**config.mk**
```make
export PLATFORM = sky130hd
export DESIGN_NAME = eventually_monitor
export DESIGN_NICKNAME = d
export VERILOG_FILES = /design/src/rtl/eventually_monitor.sv
export SDC_FILE = /design/constraint.sdc
export NUM_CORES = 1
export LEC_CHECK = 0
export BUFFER_PORTS_ARGS = -buffer_cell sky130_fd_sc_hd__buf_2
export CAP_MARGIN = 20
export CORE_ASPECT_RATIO = 0.6
export CORE_MARGIN = 2
export CORE_UTILIZATION = 58
export CTS_CLUSTER_DIAMETER = 50
export CTS_CLUSTER_SIZE = 30
export DETAILED_ROUTE_END_ITERATION = 12
export HOLD_SLACK_MARGIN = 0.05
export PLACE_DENSITY = 0.79
export SLEW_MARGIN = 25
export SYNTH_ARGS = -nofsm -noshare
export SYNTH_HDL_FRONTEND = slang
export SYNTH_SLANG_ARGS = --single-unit
```
**constraint.sdc**
```tcl
create_clock -name clk -period 4.75 [get_ports clk]
set_input_delay 0.7125 -clock clk [delete_from_list [all_inputs] [get_ports clk]]
set_output_delay 0.7125 -clock clk [all_outputs]
set_load 0.005 [all_outputs]
```
**src/rtl/eventually_monitor.sv**
```systemverilog
// Checks that a holds within [MIN_DELAY, MAX_DELAY] cycles after each start, tracking up to SLOTS concurrent attempts.
// Verdict pulses and counters are registered, so they appear one cycle after resolution. There is no backpressure; a start with no free slot is dropped and flagged.
module eventually_monitor #(
    parameter int MIN_DELAY = 2,
    parameter int MAX_DELAY = 5,
    parameter int UNBOUNDED = 0,
    parameter int STRONG    = 1,
    parameter int SLOTS     = 4
) (
    input  logic        clk,
    input  logic        rst,
    input  logic        start,
    input  logic        a,
    input  logic        end_of_trace,
    output logic        pass,
    output logic        fail,
    output logic [15:0] pass_cnt,
    output logic [15:0] fail_cnt,
    output logic [3:0]  pending,
    output logic        overflow,
    output logic        cfg_err
);

    localparam logic [7:0] MIN_K   = 8'(MIN_DELAY);
    localparam logic [7:0] MAX_K   = 8'(MAX_DELAY);
    localparam bit         BOUNDED = (UNBOUNDED == 0);
    localparam bit         WEAK    = (STRONG == 0);
    localparam bit         CFG_BAD = (UNBOUNDED != 0) && (STRONG == 0);

    logic [SLOTS-1:0] act_q, act_d;
    logic [7:0]       age_q [SLOTS];
    logic [7:0]       age_d [SLOTS];
    logic             pass_q, pass_d, fail_q, fail_d;
    logic             ovf_q, ovf_d;
    logic [15:0]      pcnt_q, pcnt_d, fcnt_q, fcnt_d;
    logic [3:0]       pend_q, pend_d;

    logic             free_found;
    logic [2:0]       free_idx;
    logic             take, drop;

    logic [SLOTS-1:0] slot_v, slot_p, slot_f, slot_rem;
    logic [SLOTS-1:0] res_p, res_f;
    logic [7:0]       slot_k [SLOTS];
    logic [3:0]       npass, nfail;
    logic [16:0]      psum, fsum;

    // Only slots idle at the start of the cycle are eligible, so a slot freed now is reused next cycle at the earliest.
    always_comb begin
        free_found = 1'b0;
        free_idx   = '0;
        for (int s = SLOTS - 1; s >= 0; s--) begin
            if (!act_q[s]) begin
                free_found = 1'b1;
                free_idx   = 3'(s);
            end
        end
        take = start && !CFG_BAD && free_found;
        drop = start && !CFG_BAD && !free_found;
    end

    always_comb begin
        for (int s = 0; s < SLOTS; s++) begin
            slot_v[s]   = act_q[s] || (take && free_idx == 3'(s));
            slot_k[s]   = act_q[s] ? age_q[s] : 8'd0;
            slot_p[s]   = slot_v[s] && a && (slot_k[s] >= MIN_K)
                          && (!BOUNDED || slot_k[s] <= MAX_K);
            slot_f[s]   = slot_v[s] && !slot_p[s] && BOUNDED && (slot_k[s] == MAX_K);
            slot_rem[s] = slot_v[s] && !slot_p[s] && !slot_f[s];
            res_p[s]    = slot_p[s] || (end_of_trace && slot_rem[s] && WEAK);
            res_f[s]    = slot_f[s] || (end_of_trace && slot_rem[s] && !WEAK);
            act_d[s]    = slot_rem[s] && !end_of_trace;
            age_d[s]    = 8'd0;
            if (act_d[s]) begin
                // An unbounded attempt parks its age at MIN_DELAY; only the lower bound matters from there on.
                age_d[s] = (!BOUNDED && slot_k[s] >= MIN_K) ? slot_k[s] : slot_k[s] + 8'd1;
            end
        end
    end

    always_comb begin
        npass  = '0;
        nfail  = '0;
        pend_d = '0;
        for (int s = 0; s < SLOTS; s++) begin
            npass  = npass + 4'(res_p[s]);
            nfail  = nfail + 4'(res_f[s]);
            pend_d = pend_d + 4'(act_d[s]);
        end
        pass_d = |res_p;
        fail_d = |res_f;
        ovf_d  = ovf_q || drop;
        psum   = {1'b0, pcnt_q} + 17'(npass);
        fsum   = {1'b0, fcnt_q} + 17'(nfail);
        pcnt_d = psum[16] ? 16'hFFFF : psum[15:0];
        fcnt_d = fsum[16] ? 16'hFFFF : fsum[15:0];
    end

    always_ff @(posedge clk) begin
        if (rst) begin
            act_q  <= '0;
            pass_q <= 1'b0;
            fail_q <= 1'b0;
            ovf_q  <= 1'b0;
            pcnt_q <= '0;
            fcnt_q <= '0;
            pend_q <= '0;
            for (int s = 0; s < SLOTS; s++) begin
                age_q[s] <= '0;
            end
        end else begin
            act_q  <= act_d;
            pass_q <= pass_d;
            fail_q <= fail_d;
            ovf_q  <= ovf_d;
            pcnt_q <= pcnt_d;
            fcnt_q <= fcnt_d;
            pend_q <= pend_d;
            for (int s = 0; s < SLOTS; s++) begin
                age_q[s] <= age_d[s];
            end
        end
    end

    assign pass     = pass_q;
    assign fail     = fail_q;
    assign pass_cnt = pcnt_q;
    assign fail_cnt = fcnt_q;
    assign pending  = pend_q;
    assign overflow = ovf_q;
    assign cfg_err  = CFG_BAD;

endmodule

```
==> results of run 1 <==
==> power by group <==
group	switching (W)	internal (W)	leakage, nW	total, W
Sequential	0.00000447	0.000624	0.597	0.000629
Clock	0.000233	0.000230	0.0944	0.000464
Combinational	0.0000230	0.0000130	1.13	0.0000360
Total	0.000261	0.000867	1.83	0.00113
==> how the worst max path moves through the flow <==
| stage | start | end | slack (ns) | depth (start not counted) |
|---|---|---|---|---|
| floorplan | act_q[2]$_SDFF_PP0_ | fail_cnt[10]$_SDFF_PP0_ | 0.51 | 18 |
| finish | act_q[2]$_SDFF_PP0_ | fail_cnt[1]$_SDFF_PP0_ | 0.34 | 17 |
| global placement | act_q[2]$_SDFF_PP0_ | fail_cnt[0]$_SDFF_PP0_ | 0.47 | 16 |
| CTS | act_q[2]$_SDFF_PP0_ | fail_cnt[1]$_SDFF_PP0_ | 0.15 | 16 |
| detailed placement | act_q[2]$_SDFF_PP0_ | fail_cnt[1]$_SDFF_PP0_ | 0.17 | 16 |
| global route | act_q[2]$_SDFF_PP0_ | fail_cnt[6]$_SDFF_PP0_ | 0.09 | 17 |
==> cell families (layout without fill, tap and decap cells) <==
group,count (synthesis),count (layout),share of synthesized area
and+or+nand+nor,176,176,0.251
adders and majority gates,27,27,0.103
DFF,74,74,0.389
other,1,2,0.000985
xor gates and xnor gates,42,42,0.0966
muxes,3,3,0.00822
AOI/OAI and AO/OA,62,62,0.104
buffers and inverters,35,83,0.0473
==> registers in the layout (all words and copies together), names as in the netlist <==
signal,flops
act_q,4
age_q,32
fail,1
fail_cnt,16
overflow,1
pass,1
pass_cnt,16
pending,3
==> worst register-to-register path: stages (launching register included) <==
cell and delay [ns]:
dfxtp_1 0.41, nand2_1 0.13, inv_1 0.12, ha_1 0.17, and4bb_2 0.25, nor4_1 0.47, nor3_1 0.13, a31oi_1 0.23
inv_1 0.10, fa_1 0.48, fa_1 0.47, fa_1 0.43, nand2_1 0.15, nor3_4 0.08, and4_1 0.23, nand4_1 0.13
buf_4 0.19, a21oi_1 0.08
==> layer usage <==
| layer | global-route usage | up-vias | wire length [microns] |
|---|---|---|---|
| li1 | - | 1556 | - |
| met1 | 0.339 | 1475 | 4110 |
| met2 | 0.363 | 79 | 3620 |
| met3 | 0.0841 | 8 | 442 |
| met4 | 0.0994 | 0 | 78 |
| met5 | 0 | - | 0 |
==> placed cells by master, fill, tap and decap left out, types with 5 or more instances in the layout <==
cell,netlist,routed
nand4b_1,6,6
inv_1,22,22
a21oi_1,30,30
nand3_1,22,22
nand4_1,7,7
xor2_1,24,24
nand2_1,33,33
a31oi_1,8,8
fa_1,7,7
and3_1,13,13
nor3_1,12,12
nor2b_1,5,5
dfxtp_1,74,74
buf_2,2,42
ha_1,20,20
clkbuf_8,2,12
and2_1,7,7
nor2_1,43,43
xnor2_1,18,18
==> final cells by class <==
class	instances	area [sq um]
Clock buffer	12	165
Multi-Input combinational cell	312	2150
Inverter	22	82.6
Clock inverter	4	25.0
Timing Repair Buffer	45	233
Sequential cell	74	1480
Tap cell	84	105
Fill cell	536	1980
==> metrics by stage <==
| stage | power (W) | worst slack (ns) | instance area (sq um) | instances | utilization |
|---|---|---|---|---|---|
| 2_1_floorplan | 0.000668 | 0.514 | 3810 | 421 | - |
| 3_3_place_gp | 0.000677 | 0.467 | 4040 | 535 | 0.649 |
| 3_5_place_dp | 0.000678 | 0.168 | 4040 | 535 | 0.649 |
| 4_1_cts | 0.00114 | 0.150 | 4230 | 551 | 0.679 |
| 5_1_grt | 0.00118 | 0.0897 | 4240 | 553 | 0.682 |
| 6_report | 0.00113 | 0.344 | 4240 | 553 | 0.682 |
==> repair_timing <==
action	4_1_cts	5_1_grt
setup buffers	0	2
endpoints found under the hold margin	0	0
setup endpoints to repair	0	13
==> impl_metrics.env, run 1 <==
export IMPL_ant_nets=0
export IMPL_period_share=0.928
export IMPL_synth_top_area_share=0.389
export IMPL_drc=0
export IMPL_hold_buffers=0
export IMPL_clock_sinks=74
export IMPL_leakagePower_nw=1.83
export IMPL_syn_avg_cell_area_sq_um=9.06
export IMPL_clkTransAtPathRegs_ns=0.08
export IMPL_numCtsBuffers=9
export IMPL_routabilityCongestion=0.880
export IMPL_p_per_area_nw_per_um2=266
export IMPL_coreArea_sq_um=6220
export IMPL_area_delta_synth_final_pct=11.4
export IMPL_ys_seq_area_frac=0.389
export IMPL_relSlewSlack=0.398
export IMPL_synth_common_cells="dfxtp_1 (74), nor2_1 (43), nand2_1 (33), a21oi_1 (30), xor2_1 (24)"
export IMPL_rsz0062_at_grt="false"
export IMPL_die_x_microns=109
export IMPL_h_tree_depth=3
export IMPL_path_max_fanout=9
export IMPL_yosysMostFrequentCell="dfxtp_1"
export IMPL_critPathMostFrequentCell="fa_1"
export IMPL_first_global_vias=2846
export IMPL_r2r_end="fail_cnt[1]$_SDFF_PP0_"
export IMPL_tritoncts="done"
export IMPL_worstHoldPathCells=2
export IMPL_crit_type="register to register"
export IMPL_hp_start="age_q[3][4]$_SDFF_PP0_"
export IMPL_cp_end_kind="register"
export IMPL_track_usage=0.249
export IMPL_hold_viol=0
export IMPL_syn_area_sq_um=3810
export IMPL_drt_iter0_markers=255
export IMPL_hold_class="register to register"
export IMPL_status="finished clean"
export IMPL_antenna_cells=0
export IMPL_path_cells="nand2_1, inv_1, ha_1, and4bb_2, nor4_1, nor3_1, a31oi_1, inv_1, fa_1, fa_1, fa_1, nand2_1, nor3_4, and4_1, nand4_1, buf_4, a21oi_1"
export IMPL_maxCapViolations=0
export IMPL_cp_slowest_cell="fa_1"
export IMPL_max_freq_mhz=227
export IMPL_slowest_delay_ns=0.48
export IMPL_cts_resized=0
export IMPL_design_die_area_sq_um=7250
export IMPL_cp_num_buf_inv=3
export IMPL_grt_max_degree=50
export IMPL_reg2reg_slack_ns=0.34
export IMPL_root_buffer="clkbuf_8"
export IMPL_yosys_warnings=0
export IMPL_dp_hpwl_microns=5940
export IMPL_synthCells=420
export IMPL_synthDistinctLibCells=58
export IMPL_overflow=0
export IMPL_num_io_pins=45
export IMPL_vdd_ir_drop_max_mv=0.241
export IMPL_synth_edf_count=0
export IMPL_routed_via_density=5.64
export IMPL_nets=496
export IMPL_worstMarginPinSlew_ns=0.903
export IMPL_regToRegStartpoint="act_q[2]$_SDFF_PP0_"
export IMPL_ys_flop_type="dfxtp_1"
export IMPL_fin_hold_ws_ns=0.539
export IMPL_antenna_found_initial=0
export IMPL_crit_required_ns=4.96
export IMPL_totalWireLength_microns=8250
export IMPL_dr_pass1_iters=4
export IMPL_maxSlewViolCount=0
export IMPL_synth_seq_cells=74
export IMPL_fin_crit_ns=4.41
export IMPL_async_flop_share=0
export IMPL_dieHeight_microns=66.8
export IMPL_wl_per_cell_microns=14.9
export IMPL_cp_arrival_ns=4.61
export IMPL_whs_endpoint="age_q[3][4]$_SDFF_PP0_"
export IMPL_r2r_cells=17
export IMPL_clockBufferDepth=2
export IMPL_tns_ns=0
export IMPL_row_count=22
export IMPL_finalSetupViolations=0
export IMPL_start_kind="register"
export IMPL_initial_utilization=0.612
export IMPL_synth_top_area_cell="dfxtp_1"
export IMPL_skew_ns=0.0100
export IMPL_io_buffer_count=42
export IMPL_vias=3118
export IMPL_grt_pass1_wl_microns=13600
export IMPL_critPathTopFamily="simple AND/OR/NAND/NOR gates"
export IMPL_layout_drive_gt1_share=0.162
export IMPL_worstSkewPairLatency_ns=0.36
export IMPL_ys_top_cells_by_area="dfxtp_1 (39%), ha_1 (6.6%), xor2_1 (5.5%), nor2_1 (4.2%), xnor2_1 (4.1%)"
Note: power is estimated with default switching activity, not from simulation.
==> inputs of run 2 (changes only) <==
--- a/config.mk
+++ b/config.mk
@@ -9,12 +9,13 @@
 export CAP_MARGIN = 20
 export CORE_ASPECT_RATIO = 0.6
 export CORE_MARGIN = 2
-export CORE_UTILIZATION = 58
+export CORE_UTILIZATION = 53
 export CTS_CLUSTER_DIAMETER = 50
 export CTS_CLUSTER_SIZE = 30
 export DETAILED_ROUTE_END_ITERATION = 12
 export HOLD_SLACK_MARGIN = 0.05
-export PLACE_DENSITY = 0.79
+export PLACE_DENSITY = 0.76
+export RECOVER_POWER = 50
 export SLEW_MARGIN = 25
 export SYNTH_ARGS = -nofsm -noshare
 export SYNTH_HDL_FRONTEND = slang
==> constraint.sdc (replaced) <==
create_clock -name clk -period 4 [get_ports clk]
set_input_delay 0.6 -clock clk [delete_from_list [all_inputs] [get_ports clk]]
set_output_delay 0.6 -clock clk [all_outputs]
set_load 0.005 [all_outputs]
==> impl_metrics.env, run 2 (synthesis results as in run 1) <==
export IMPL_status="finished clean"
export IMPL_setup_worst_path_start="act_q[2]$_SDFF_PP0_"
export IMPL_largest_register_ffs=32
export IMPL_coreArea_sq_um=6820
export IMPL_path_cells="nand2_2, inv_2, ha_1, and4bb_2, nor4_4, nand2_1, a31oi_2, inv_1, fa_1, fa_2, fa_2, nand2_2, nor3_4, and4_4, nand4_1, buf_12, a21oi_1"
export IMPL_cp_slowest_cell="fa_1"
export IMPL_track_usage=0.227
export IMPL_area_delta_synth_final_pct=18.8
export IMPL_io_buffer_count=42
export IMPL_numCtsBuffers=9
export IMPL_routed_via_density=5.54
export IMPL_cp_end_kind="register"
export IMPL_layout_drive_gt1_share=0.206
export IMPL_grt_max_degree=50
export IMPL_cp_arrival_ns=4.04
export IMPL_clkTransAtPathRegs_ns=0.06
export IMPL_final_common_cell="dfxtp_1"
export IMPL_skew_ns=0.00505
export IMPL_maxSlewViolCount=0
export IMPL_worstMarginPinSlew_ns=0.920
export IMPL_dp_hpwl_microns=5990
export IMPL_sw_frac_of_total=0.197
export IMPL_rsz0062_at_grt="true"
export IMPL_nets=503
export IMPL_stdcell_count=563
export IMPL_maxCapViolations=0
export IMPL_drt_iter0_markers=193
export IMPL_relSlewSlack=0.387
export IMPL_use_met1=0.302
export IMPL_design_die_area_sq_um=7900
export IMPL_antenna_found_initial=0
export IMPL_first_global_vias=3087
export IMPL_combPwrFrac=0.027
export IMPL_row_count=23
export IMPL_hold_viol=0
export IMPL_ant_nets=0
export IMPL_vias=3121
export IMPL_tns_ns=0
export IMPL_initial_utilization=0.558
export IMPL_wl_per_cell_microns=14.9
export IMPL_p_seq_frac=0.442
export IMPL_hp_start="overflow$_SDFF_PP0_"
export IMPL_slowest_delay_ns=0.51
export IMPL_placed_area_sq_um=4120
export IMPL_dieHeight_microns=69.6
export IMPL_clkPwrFrac=0.531
export IMPL_hold_class="register to register"
export IMPL_dp_cells=545
export IMPL_regMostFlops="age_q"
export IMPL_routabilityCongestion=0.815
export IMPL_antenna_cells=0
export IMPL_p_per_area_nw_per_um2=373
export IMPL_stdcell_area_sq_um=4520
export IMPL_dr_pass1_iters=4
export IMPL_tritoncts="done"
export IMPL_drc=0
export IMPL_layout_common_cells="dfxtp_1 (71), nor2_1 (43), buf_2 (42), a21oi_1 (30), nand2_1 (30)"
export IMPL_finalSetupViolations=0
export IMPL_grt_pass1_wl_microns=14400
export IMPL_start_kind="register"
export IMPL_leakagePower_nw=1.96
export IMPL_h_tree_depth=3
export IMPL_period_share=0.946
export IMPL_totalWireLength_microns=8380
export IMPL_regToRegStartpoint="act_q[2]$_SDFF_PP0_"
export IMPL_gr_usage_met3=0.0699
export IMPL_power_internal_w=0.00135
export IMPL_clock_sinks=74
export IMPL_max_freq_mhz=264
export IMPL_worstSkewPairLatency_ns=0.34
export IMPL_die_x_microns=113
export IMPL_clockBufferDepth=2
export IMPL_grt_busiest_layer="met2"
export IMPL_globalRouteMet2Util=0.348
export IMPL_num_io_pins=45
export IMPL_crit_required_ns=4.25
export IMPL_path_max_fanout=13
export IMPL_p_sw_w=0.000332
export IMPL_fin_crit_ns=3.78
export IMPL_vdd_ir_drop_max_mv=0.267
export IMPL_fin_hold_ws_ns=0.499
export IMPL_root_buffer="clkbuf_16"
export IMPL_hold_buffers=0
export IMPL_post_route_util=0.663
export IMPL_overflow=0
export IMPL_crit_type="register to register"
==> run 2: critical path: cells and delay by family (launching register included) <==
family	cells	cell delay, ns
buffers and inverters	3	0.34
AOI/OAI and AO/OA	2	0.33
DFF	1	0.36
and+or+nand+nor	8	1.55
adders and majority gates	4	1.09
==> run 2: power groups by stage <==
stage	Clock, W	Sequential [W]	Combinational (W)
after global routing	0.000939	0.000747	0.0000509
after floorplan	0	0.000762	0.0000317
after detailed placement	0	0.000762	0.0000441
after CTS	0.000909	0.000746	0.0000440
after global placement	0	0.000762	0.0000428
final	0.000895	0.000746	0.0000457
==> run 2: path summary, 6_finish.rpt <==
kind	to	slack, ns	cells past startpoint
max	fail_cnt[9]$_SDFF_PP0_	0.22	17
min	overflow$_SDFF_PP0_	0.50	2
max reg2reg	fail_cnt[9]$_SDFF_PP0_	0.22	17
min reg2reg	overflow$_SDFF_PP0_	0.50	2
==> run 2: cell type report <==
class                      instances  area [sq um]
fill                             554          2300
clock buffer                      12           267
sequential                        74          1490
multi-input combinational        312          2210
inverter                          22          82.6
timing repair buffer              52           298
tap                               87           109
clock inverter                     4          72.6
==> run 2: what timing repair did <==
action                     CTS  global route
cloned                       0             0
buffers inserted             0             2
resized for setup            4            11
pin swaps                    1             4
setup endpoints to repair   13            16
==> run 2: metal layers <==
| layer | part of all wire | routed length (microns) |
|---|---|---|
| met1 | 0.49 | 4130 |
| met2 | 0.45 | 3770 |
| met3 | 0.040 | 337 |
| met4 | 0.017 | 140 |
| met5 | 0 | 0 |
==> run 2: through the flow <==
step	total power [W]	worst slack (ns)
final	0.00169	0.215
after global routing	0.00174	-0.0531
after CTS	0.00170	0.0422
after detailed placement	0.000806	-0.0439
after global placement	0.000805	0.0926
after floorplan	0.000794	0.00373
==> inputs of run 3 (changes only) <==
==> constraint.sdc (replaced) <==
create_clock -name clk -period 4 [get_ports clk]
set_input_delay 0.6 -clock clk [delete_from_list [all_inputs] [get_ports clk]]
set_output_delay 0.6 -clock clk [all_outputs]
set_load 0.05 [all_outputs]
==> impl_metrics.env, run 3 (synthesis results as in run 1) <==
export IMPL_place_ws_ns=-0.0463
export IMPL_period_share=0.953
export IMPL_dieHeight_microns=69.6
export IMPL_track_usage=0.220
export IMPL_first_global_vias=2937
export IMPL_die_x_microns=113
export IMPL_p_per_area_nw_per_um2=363
export IMPL_regMostFlops="age_q"
export IMPL_cp_arrival_ns=3.99
export IMPL_maxCapViolations=0
export IMPL_worstSkewPairLatency_ns=0.34
export IMPL_critPathTopFamily="adder cells"
export IMPL_setup_worst_path_start="age_q[2][0]$_SDFF_PP0_"
export IMPL_root_buffer="clkbuf_16"
export IMPL_path_max_fanout=13
export IMPL_slowest_delay_ns=0.47
export IMPL_io_buffer_count=42
export IMPL_clock_sinks=74
export IMPL_grt_pass1_wl_microns=13800
export IMPL_totalWireLength_microns=8160
export IMPL_hold_class="register to register"
export IMPL_max_freq_mhz=262
export IMPL_fin_crit_ns=3.81
export IMPL_numCtsBuffers=9
export IMPL_initial_utilization=0.558
export IMPL_h_tree_depth=3
export IMPL_rsz0062_at_grt="false"
export IMPL_antenna_found_initial=0
export IMPL_grt_max_degree=50
export IMPL_final_common_cell="dfxtp_1"
export IMPL_routabilityCongestion=0.828
export IMPL_leakagePower_nw=1.76
export IMPL_status="finished clean"
export IMPL_crit_required_ns=4.18
export IMPL_hold_viol=0
export IMPL_cp_slowest_cell="fa_1"
export IMPL_dr_pass1_iters=5
export IMPL_dp_hpwl_microns=5820
export IMPL_hold_buffers=0
export IMPL_largest_register_ffs=32
export IMPL_worstMarginPinSlew_ns=0.894
export IMPL_routed_via_density=5.58
export IMPL_design_die_area_sq_um=7900
export IMPL_vias=3139
export IMPL_crit_type="register to register"
export IMPL_wl_per_cell_microns=14.5
export IMPL_area_delta_synth_final_pct=16.0
export IMPL_regToRegStartpoint="age_q[2][0]$_SDFF_PP0_"
export IMPL_layout_drive_gt1_share=0.120
export IMPL_skew_ns=0.00437
export IMPL_hp_start="overflow$_SDFF_PP0_"
export IMPL_worst_slack_ns=0.190
export IMPL_drt_iter0_markers=175
export IMPL_ant_nets=0
export IMPL_relSlewSlack=0.404
export IMPL_cp_num_buf_inv=3
export IMPL_antenna_cells=0
export IMPL_row_count=23
export IMPL_drc=0
export IMPL_overflow=0
export IMPL_finalPower_w=0.00160
export IMPL_fin_hold_ws_ns=0.481
export IMPL_num_io_pins=45
export IMPL_start_kind="register"
export IMPL_coreArea_sq_um=6820
export IMPL_nets=504
export IMPL_path_cells="nand2_2, inv_2, ha_1, and4bb_2, nor4_4, nand2_1, a31oi_2, inv_1, fa_1, fa_2, fa_2, nand2_2, nor3_4, and4_1, nand4_1, buf_12, a21oi_1"
export IMPL_clkTransAtPathRegs_ns=0.05
export IMPL_maxSlewViolCount=0
export IMPL_vdd_ir_drop_max_mv=0.257
export IMPL_finalSetupViolations=0
export IMPL_cp_end_kind="register"
export IMPL_tritoncts="done"
export IMPL_layout_common_cells="dfxtp_1 (70), nor2_1 (43), clkbuf_1 (40), a21oi_1 (30), nand2_1 (30)"
export IMPL_clockBufferDepth=2
## run 3: changes by cell type in the layout (fill, tap and decap cells not counted), sizes merged
| cell | previous run | this run |
|---|---|---|
| clkinvlp | 1 | 0 |
| buf | 52 | 15 |
| bufinv | 2 | 1 |
| clkbuf | 12 | 50 |
| clkinv | 1 | 2 |
## run 3: through the flow
| step | instance area [sq um] | setup TNS (ns) | cells | util |
|---|---|---|---|---|
| floorplan | 3840 | 0 | 421 | - |
| global placement | 4130 | 0 | 546 | 0.605 |
| detailed placement | 4130 | -0.446 | 546 | 0.605 |
| CTS | 4420 | 0 | 561 | 0.649 |
| global route | 4420 | 0 | 563 | 0.647 |
| finish | 4420 | 0 | 563 | 0.647 |
## run 3: cell type report
cell class | instances | area, sq um
Timing Repair Buffer | 53 | 258
Sequential cell | 74 | 1490
Clock buffer | 12 | 246
Inverter | 22 | 82.6
Multi-Input combinational cell | 312 | 2190
Tap cell | 87 | 109
Clock inverter | 3 | 40.0
Fill cell | 588 | 2400
## run 3: power by group
part           switching (W)  leakage (nW)  internal, W
registers         0.00000483         0.599     0.000742
clock network       0.000298         0.142     0.000494
logic              0.0000445          1.02    0.0000176
total               0.000347          1.76      0.00125
## run 3: final timing paths
check	endpoint	slack (ns)	depth (start not counted)
setup / recovery	fail_cnt[10]$_SDFF_PP0_	0.19	17
hold / removal	overflow$_SDFF_PP0_	0.48	2
setup reg to reg	fail_cnt[10]$_SDFF_PP0_	0.19	17
hold reg to reg	overflow$_SDFF_PP0_	0.48	2
## run 3: worst min-delay path, delay by kind of cell, from the launching register on
family             cells  cell delay, ns
AOI/OAI and AO/OA      1            0.04
DFF                    1            0.33
and+or+nand+nor        1            0.07
## run 3: per-layer routing
| layer | global-route usage | up-vias | share of wire |
|---|---|---|---|
| li1 | - | 1567 | - |
| met1 | 0.303 | 1491 | 0.49 |
| met2 | 0.323 | 66 | 0.44 |
| met3 | 0.0691 | 15 | 0.048 |
| met4 | 0.0854 | 0 | 0.021 |
| met5 | 0 | - | 0 |
## run 3: timing repair
| item | CTS | global route |
|---|---|---|
| gates resized for setup | 2 | 10 |
| setup endpoints to repair | 13 | 28 |
| setup buffers | 0 | 2 |
| pin swaps | 1 | 3 |
